===== config.mk =====
export PLATFORM = sky130hd
export DESIGN_NAME = count_job_dispatcher
export DESIGN_NICKNAME = d
export VERILOG_FILES = /design/src/rtl/count_job_dispatcher.sv
export SDC_FILE = /design/constraint.sdc
export NUM_CORES = 1
export LEC_CHECK = 0
export CORE_MARGIN = 1.5
export CORE_UTILIZATION = 45
export CTS_CLUSTER_SIZE = 12
export DETAILED_ROUTE_END_ITERATION = 7
export HOLD_SLACK_MARGIN = 0.08
export MAX_ROUTING_LAYER = met4
export PLACE_DENSITY = 0.73
export SETUP_SLACK_MARGIN = 0.05
export SLEW_MARGIN = 0
export SYNTH_ARGS = -nofsm -noshare
export SYNTH_HDL_FRONTEND = slang
export SYNTH_SLANG_ARGS = --single-unit

===== constraint.sdc =====
create_clock -name clk -period 2.25 [get_ports clk]
set_clock_uncertainty 0.1 [all_clocks]
set_input_delay 0.45 -clock clk [delete_from_list [all_inputs] [get_ports clk]]
set_output_delay 0.45 -clock clk [all_outputs]
set_load 0.005 [all_outputs]

===== src/rtl/count_job_dispatcher.sv =====
// count_job_dispatcher: queues countdown jobs in a small FIFO, loads each into the
// down-counter and pulses cmpl as it drains. Optional COUNT_JOB_DISPATCHER_CMPL_CNT_EN adds cmpl_cnt.
module count_job_dispatcher #(
    parameter int unsigned NBITS = 3,
    parameter int unsigned DEPTH = 4
) (
    input  logic             clk,
    input  logic             reset_n,
    input  logic             req_val,
    output logic             req_rdy,
    input  logic [NBITS-1:0] req_cnt,
    output logic             ld,
    output logic [NBITS-1:0] ld_cnt,
    input  logic             done,
    output logic             cmpl,
    output logic             busy,
    output logic [7:0]       cmpl_cnt
);
    localparam int unsigned PW = (DEPTH > 1) ? $clog2(DEPTH) : 1;
    localparam int unsigned CW = PW + 1;

    typedef enum logic [1:0] {
        IDLE = 2'd0,
        LOAD = 2'd1,
        RUN  = 2'd2
    } state_e;

    state_e           state_q;
    logic [NBITS-1:0] mem_q [DEPTH];
    logic [PW-1:0]    wr_ptr_q;
    logic [PW-1:0]    rd_ptr_q;
    logic [CW-1:0]    count_q;
    logic             push_c;
    logic             pop_c;
    logic             empty_c;
    logic             full_c;

    assign empty_c = (count_q == '0);
    assign full_c  = (count_q == CW'(DEPTH));
    // A full FIFO refuses even while popping: ready depends on registered state only
    assign push_c  = req_val && !full_c;
    assign pop_c   = (state_q == LOAD);

    assign req_rdy = !full_c;
    assign ld      = (state_q == LOAD);
    assign ld_cnt  = (state_q == LOAD) ? mem_q[rd_ptr_q] : '0;
    assign busy    = (state_q != IDLE);
    assign cmpl    = (state_q == RUN) && done;

    // Job FIFO storage and pointers
    always_ff @(posedge clk or negedge reset_n) begin
        if (!reset_n) begin
            for (int unsigned i = 0; i < DEPTH; i++) begin
                mem_q[i] <= '0;
            end
            wr_ptr_q <= '0;
            rd_ptr_q <= '0;
            count_q  <= '0;
        end else begin
            if (push_c) begin
                mem_q[wr_ptr_q] <= req_cnt;
                wr_ptr_q        <= wr_ptr_q + PW'(1);
            end
            if (pop_c) begin
                rd_ptr_q <= rd_ptr_q + PW'(1);
            end
            count_q <= count_q + CW'(push_c) - CW'(pop_c);
        end
    end

    // Dispatch sequencer; done is only meaningful once a job has been loaded
    always_ff @(posedge clk or negedge reset_n) begin
        if (!reset_n) begin
            state_q <= IDLE;
        end else begin
            case (state_q)
                IDLE: if (!empty_c) state_q <= LOAD;
                LOAD: state_q <= RUN;
                RUN: begin
                    if (done) begin
                        state_q <= empty_c ? IDLE : LOAD;
                    end
                end
                default: state_q <= IDLE;
            endcase
        end
    end

`ifdef COUNT_JOB_DISPATCHER_CMPL_CNT_EN
    logic [7:0] cmpl_cnt_q;

    always_ff @(posedge clk or negedge reset_n) begin
        if (!reset_n) begin
            cmpl_cnt_q <= '0;
        end else if (cmpl) begin
            cmpl_cnt_q <= cmpl_cnt_q + 8'd1;
        end
    end

    assign cmpl_cnt = cmpl_cnt_q;
`else
    assign cmpl_cnt = 8'd0;
`endif

endmodule


==> results of run 1 <==
[state kept, by name, summed over array words and instances, names as in the netlist]
name	cells
wr_ptr_q	2
count_q	3
state_q	2
rd_ptr_q	2
mem_q	12
[per-layer routing]
metal	up-vias	routed length (microns)	GRT usage
li1	332	-	-
met1	332	821	0.199
met2	16	1080	0.274
met3	2	82	0.0583
met4	0	17	0.0513
met5	-	0	-
[cells in the final DEF (no fill, tap or decap), drive strengths merged, types with 2 or more instances in the layout]
cell,instances
dlygate4sd2,3
clkdlybuf4s50,8
clkbuf,4
buf,13
nand2,2
nor3,2
conb,8
mux2i,6
xnor2,4
o22ai,3
ha,6
dfrtp,21
and3,4
mux2,13
nor2b,2
inv,5
or2,2
dlymetal6s2s,2
[worst max path at each step]
stage,start,slack [ps],end,cells after the start
2_1_floorplan,count_q[1]$_DFF_PN0_,70,count_q[2]$_DFF_PN0_,9
3_3_place_gp,req_val,-70,count_q[2]$_DFF_PN0_,8
3_5_place_dp,req_val,-140,count_q[2]$_DFF_PN0_,8
4_1_cts,state_q[1]$_DFFE_PN0P_,5,ld_cnt[0],4
5_1_grt,state_q[1]$_DFFE_PN0P_,60,busy,3
6_report,state_q[1]$_DFFE_PN0P_,120,busy,3
[cells by family after synthesis]
kind of cell / Yosys count / synth area share
AOI/OAI and AO/OA: 3 / 0.0163
xor gates and xnor gates: 5 / 0.0380
adders and majority gates: 7 / 0.0826
buffers and inverters: 15 / 0.0815
DFF: 21 / 0.457
muxes: 19 / 0.218
other: 1 / 0.00326
and+or+nand+nor: 16 / 0.103
[final cells by class]
type | instances | area (sq um)
well taps | 30 | 37.5
fillers | 212 | 1040
flip-flops and latches | 21 | 527
multi-input cells | 58 | 581
repair buffers | 26 | 229
inverters | 5 | 18.8
clock buffers | 4 | 26.3
[where the power goes]
| part | internal [mW] | leakage (nW) | switching [mW] | total (mW) |
|---|---|---|---|---|
| Combinational | 0.682 | 0.449 | 0.372 | 1.05 |
| Clock | 0.0691 | 0.0150 | 0.112 | 0.181 |
| Sequential | 0.582 | 0.247 | 0.150 | 0.732 |
| Total | 1.33 | 0.711 | 0.635 | 1.97 |
[worst reg2reg max path: cells and delay by family, from the launching register on]
kind,cells,cell delay (ps)
and+or+nand+nor,1,130
xor gates and xnor gates,2,260
buffers and inverters,3,300
DFF,1,410
adders and majority gates,3,800
[what timing repair did]
action / 4_1_cts / 5_1_grt
resized for setup: 8 / 4
setup buffers: 6 / 1
pin swaps: 0 / 0
setup endpoints to repair: 5 / 4
[metrics by stage]
| stage | utilization | TNS (ps) |
|---|---|---|
| floorplan | - | 0 |
| global placement | 0.536 | -73.8 |
| detailed placement | 0.536 | -141 |
| CTS | 0.569 | 0 |
| global route | 0.578 | 0 |
| finish | 0.578 | 0 |
==> results.py, run 1 <==
metrics = {
    "cts": {
        "cts_inserted_buffers": 3,
        "clock_path_buffers": 2,
        "numClockSinks": 21,
        "tritoncts_clock_tree": "built",
        "htree_levels": 1,
        "cts.hold.buffers_added": 0,
        "cts.root.buffer_cell": "sky130_fd_sc_hd__clkbuf_4",
        "worst_skew_pair.late_latency_ps": 300,
        "worst_setup_hold_path_clk_slew_ps": 120,
    },
    "synth": {
        "synth-edff-count": 0,
        "ys.flop_type": "sky130_fd_sc_hd__dfrtp_1",
        "area_share_of_the_leading_cell_type_in_the_synthesized_netlist": 0.457,
        "synth.distinct_cells": 23,
        "syn-cell-area_sq_um": 1150,
        "number_of_warnings_issued_by_yosys": 0,
        "synthMostInstantiatedCell": "sky130_fd_sc_hd__dfrtp_1",
        "synthArstFlopShare": 1.00,
        "synth-seq-area-share": 0.457,
        "synthTopCellsByArea": "sky130_fd_sc_hd__dfrtp_1 (46%), sky130_fd_sc_hd__mux2_4 (16%), sky130_fd_sc_hd__ha_1 (6.5%)",
        "yosys-top-cells-count": "sky130_fd_sc_hd__dfrtp_1 (21), sky130_fd_sc_hd__mux2_4 (12), sky130_fd_sc_hd__buf_4 (8)",
        "mean_cell_area_of_the_mapped_netlist_sq_um": 13.2,
        "netlist_instances": 87,
        "netlist.top_cell.by_area": "sky130_fd_sc_hd__dfrtp_1",
        "synth_seq_cells": 21,
    },
    "finish": {
        "post_route_cells_drive_above_1_share": 0.360,
        "fin_area_sq_um": 1420,
        "design.final.nets": 129,
        "final-instance-count-excl-fill": 144,
        "areaGrowthSynthToFinish_pct": 23.3,
        "antenna-diode-count": 0,
    },
    "global_routing": {
        "grt_start_max_net_pins": 22,
        "grt_pass1_wl_microns": 3260,
        "first_global_vias": 686,
        "overflow": 0,
        "globalRouteTotalUtil": 0.169,
        "number_of_antenna_violations_at_the_first_check_in_global_routing": 0,
    },
    "worst_setup_path": {
        "crit_path_end_kind": "output port",
        "critical_path.max_stage_delay_ps": 440,
        "cp_slowest_cell": "sky130_fd_sc_hd__clkdlybuf4s50_1",
        "r2r_cells": 9,
        "crit_type": "flip-flop to output port",
        "worst_r2r_src": "state_q[0]$_DFFE_PN0P_",
        "timing.reg2reg.setup_slack_ps": 150,
        "path_cells": "buf_4 > or2_2 > clkdlybuf4s50_1",
        "critical_path.startpoint_type": "flip-flop",
        "critical_path.top_delay_family": "buffers and inverters",
        "critPathRequiredTime_ps": 1700,
        "reg_to_reg_end": "count_q[2]$_DFF_PN0_",
        "cp_data_arrival_time_ps": 1580,
        "cp_num_buf_inv": 2,
        "critical_path_peak_fanout": 4,
    },
    "detailed_routing": {
        "routedWlPerCell_microns": 13.9,
        "dr.pass1.iters": 4,
        "number_of_drc_markers_in_iteration_0": 5,
        "routed_wl_microns": 2000,
        "route.vias.total": 682,
        "route.detailed.drc": 0,
        "drt.antenna.violating_nets": 0,
        "via_per_inst": 4.74,
    },
    "sta": {
        "min_period_ps": 2130,
        "final_hold_viol_count": 0,
        "finalCritPeriodShare": 0.948,
        "maxClockFrequency_mhz": 469,
        "slew_violations": 0,
        "hold_ws_ps": 370,
        "post-route-worst-setup-slack_ps": 117,
        "setup_repair_after_global_routing_missed_its_margin": "false",
        "setup_viol": 0,
    },
    "worst_hold_path": {
        "hold_path.class": "input pin to async pin",
    },
    "power_and_ir_drop": {
        "pwr_density_cell_nw_per_um2": 1390,
        "ir_drop_worst_vdd_uv": 841,
        "leakage_nw": 0.711,
        "finalPower_mw": 1.97,
    },
    "outcome": {
        "status": "complete, no violations",
    },
    "flow_run": {
        "max_cap_viol_count": 0,
    },
    "place": {
        "place_worst_setup_slack_ps": -141,
        "place_area_sq_um": 1320,
        "hpwl_microns": 1380,
        "port_buffers": 13,
        "placedCellCount": 133,
        "finalWeightedCongestion": 0.682,
    },
    "floorplanning": {
        "fp.coreArea_sq_um": 2450,
        "io-pin-count": 22,
        "floorplan.die_area_sq_um": 2870,
        "die-height_microns": 53.6,
        "placementRows": 18,
        "initial_utilization": 0.469,
        "die_x_microns": 53.6,
    },
}
(Power assumes the default switching activity.)
==> run 2, diff against run 1 <==
--- a/config.mk
+++ b/config.mk
@@ -13,6 +13,7 @@
 export MAX_ROUTING_LAYER = met4
 export PLACE_DENSITY = 0.73
 export SETUP_SLACK_MARGIN = 0.05
+export SKIP_LAST_GASP = 1
 export SLEW_MARGIN = 0
 export SYNTH_ARGS = -nofsm -noshare
 export SYNTH_HDL_FRONTEND = slang
==> results of run 2 <==
Final layout, timing and power as in run 1 (identical DEF).
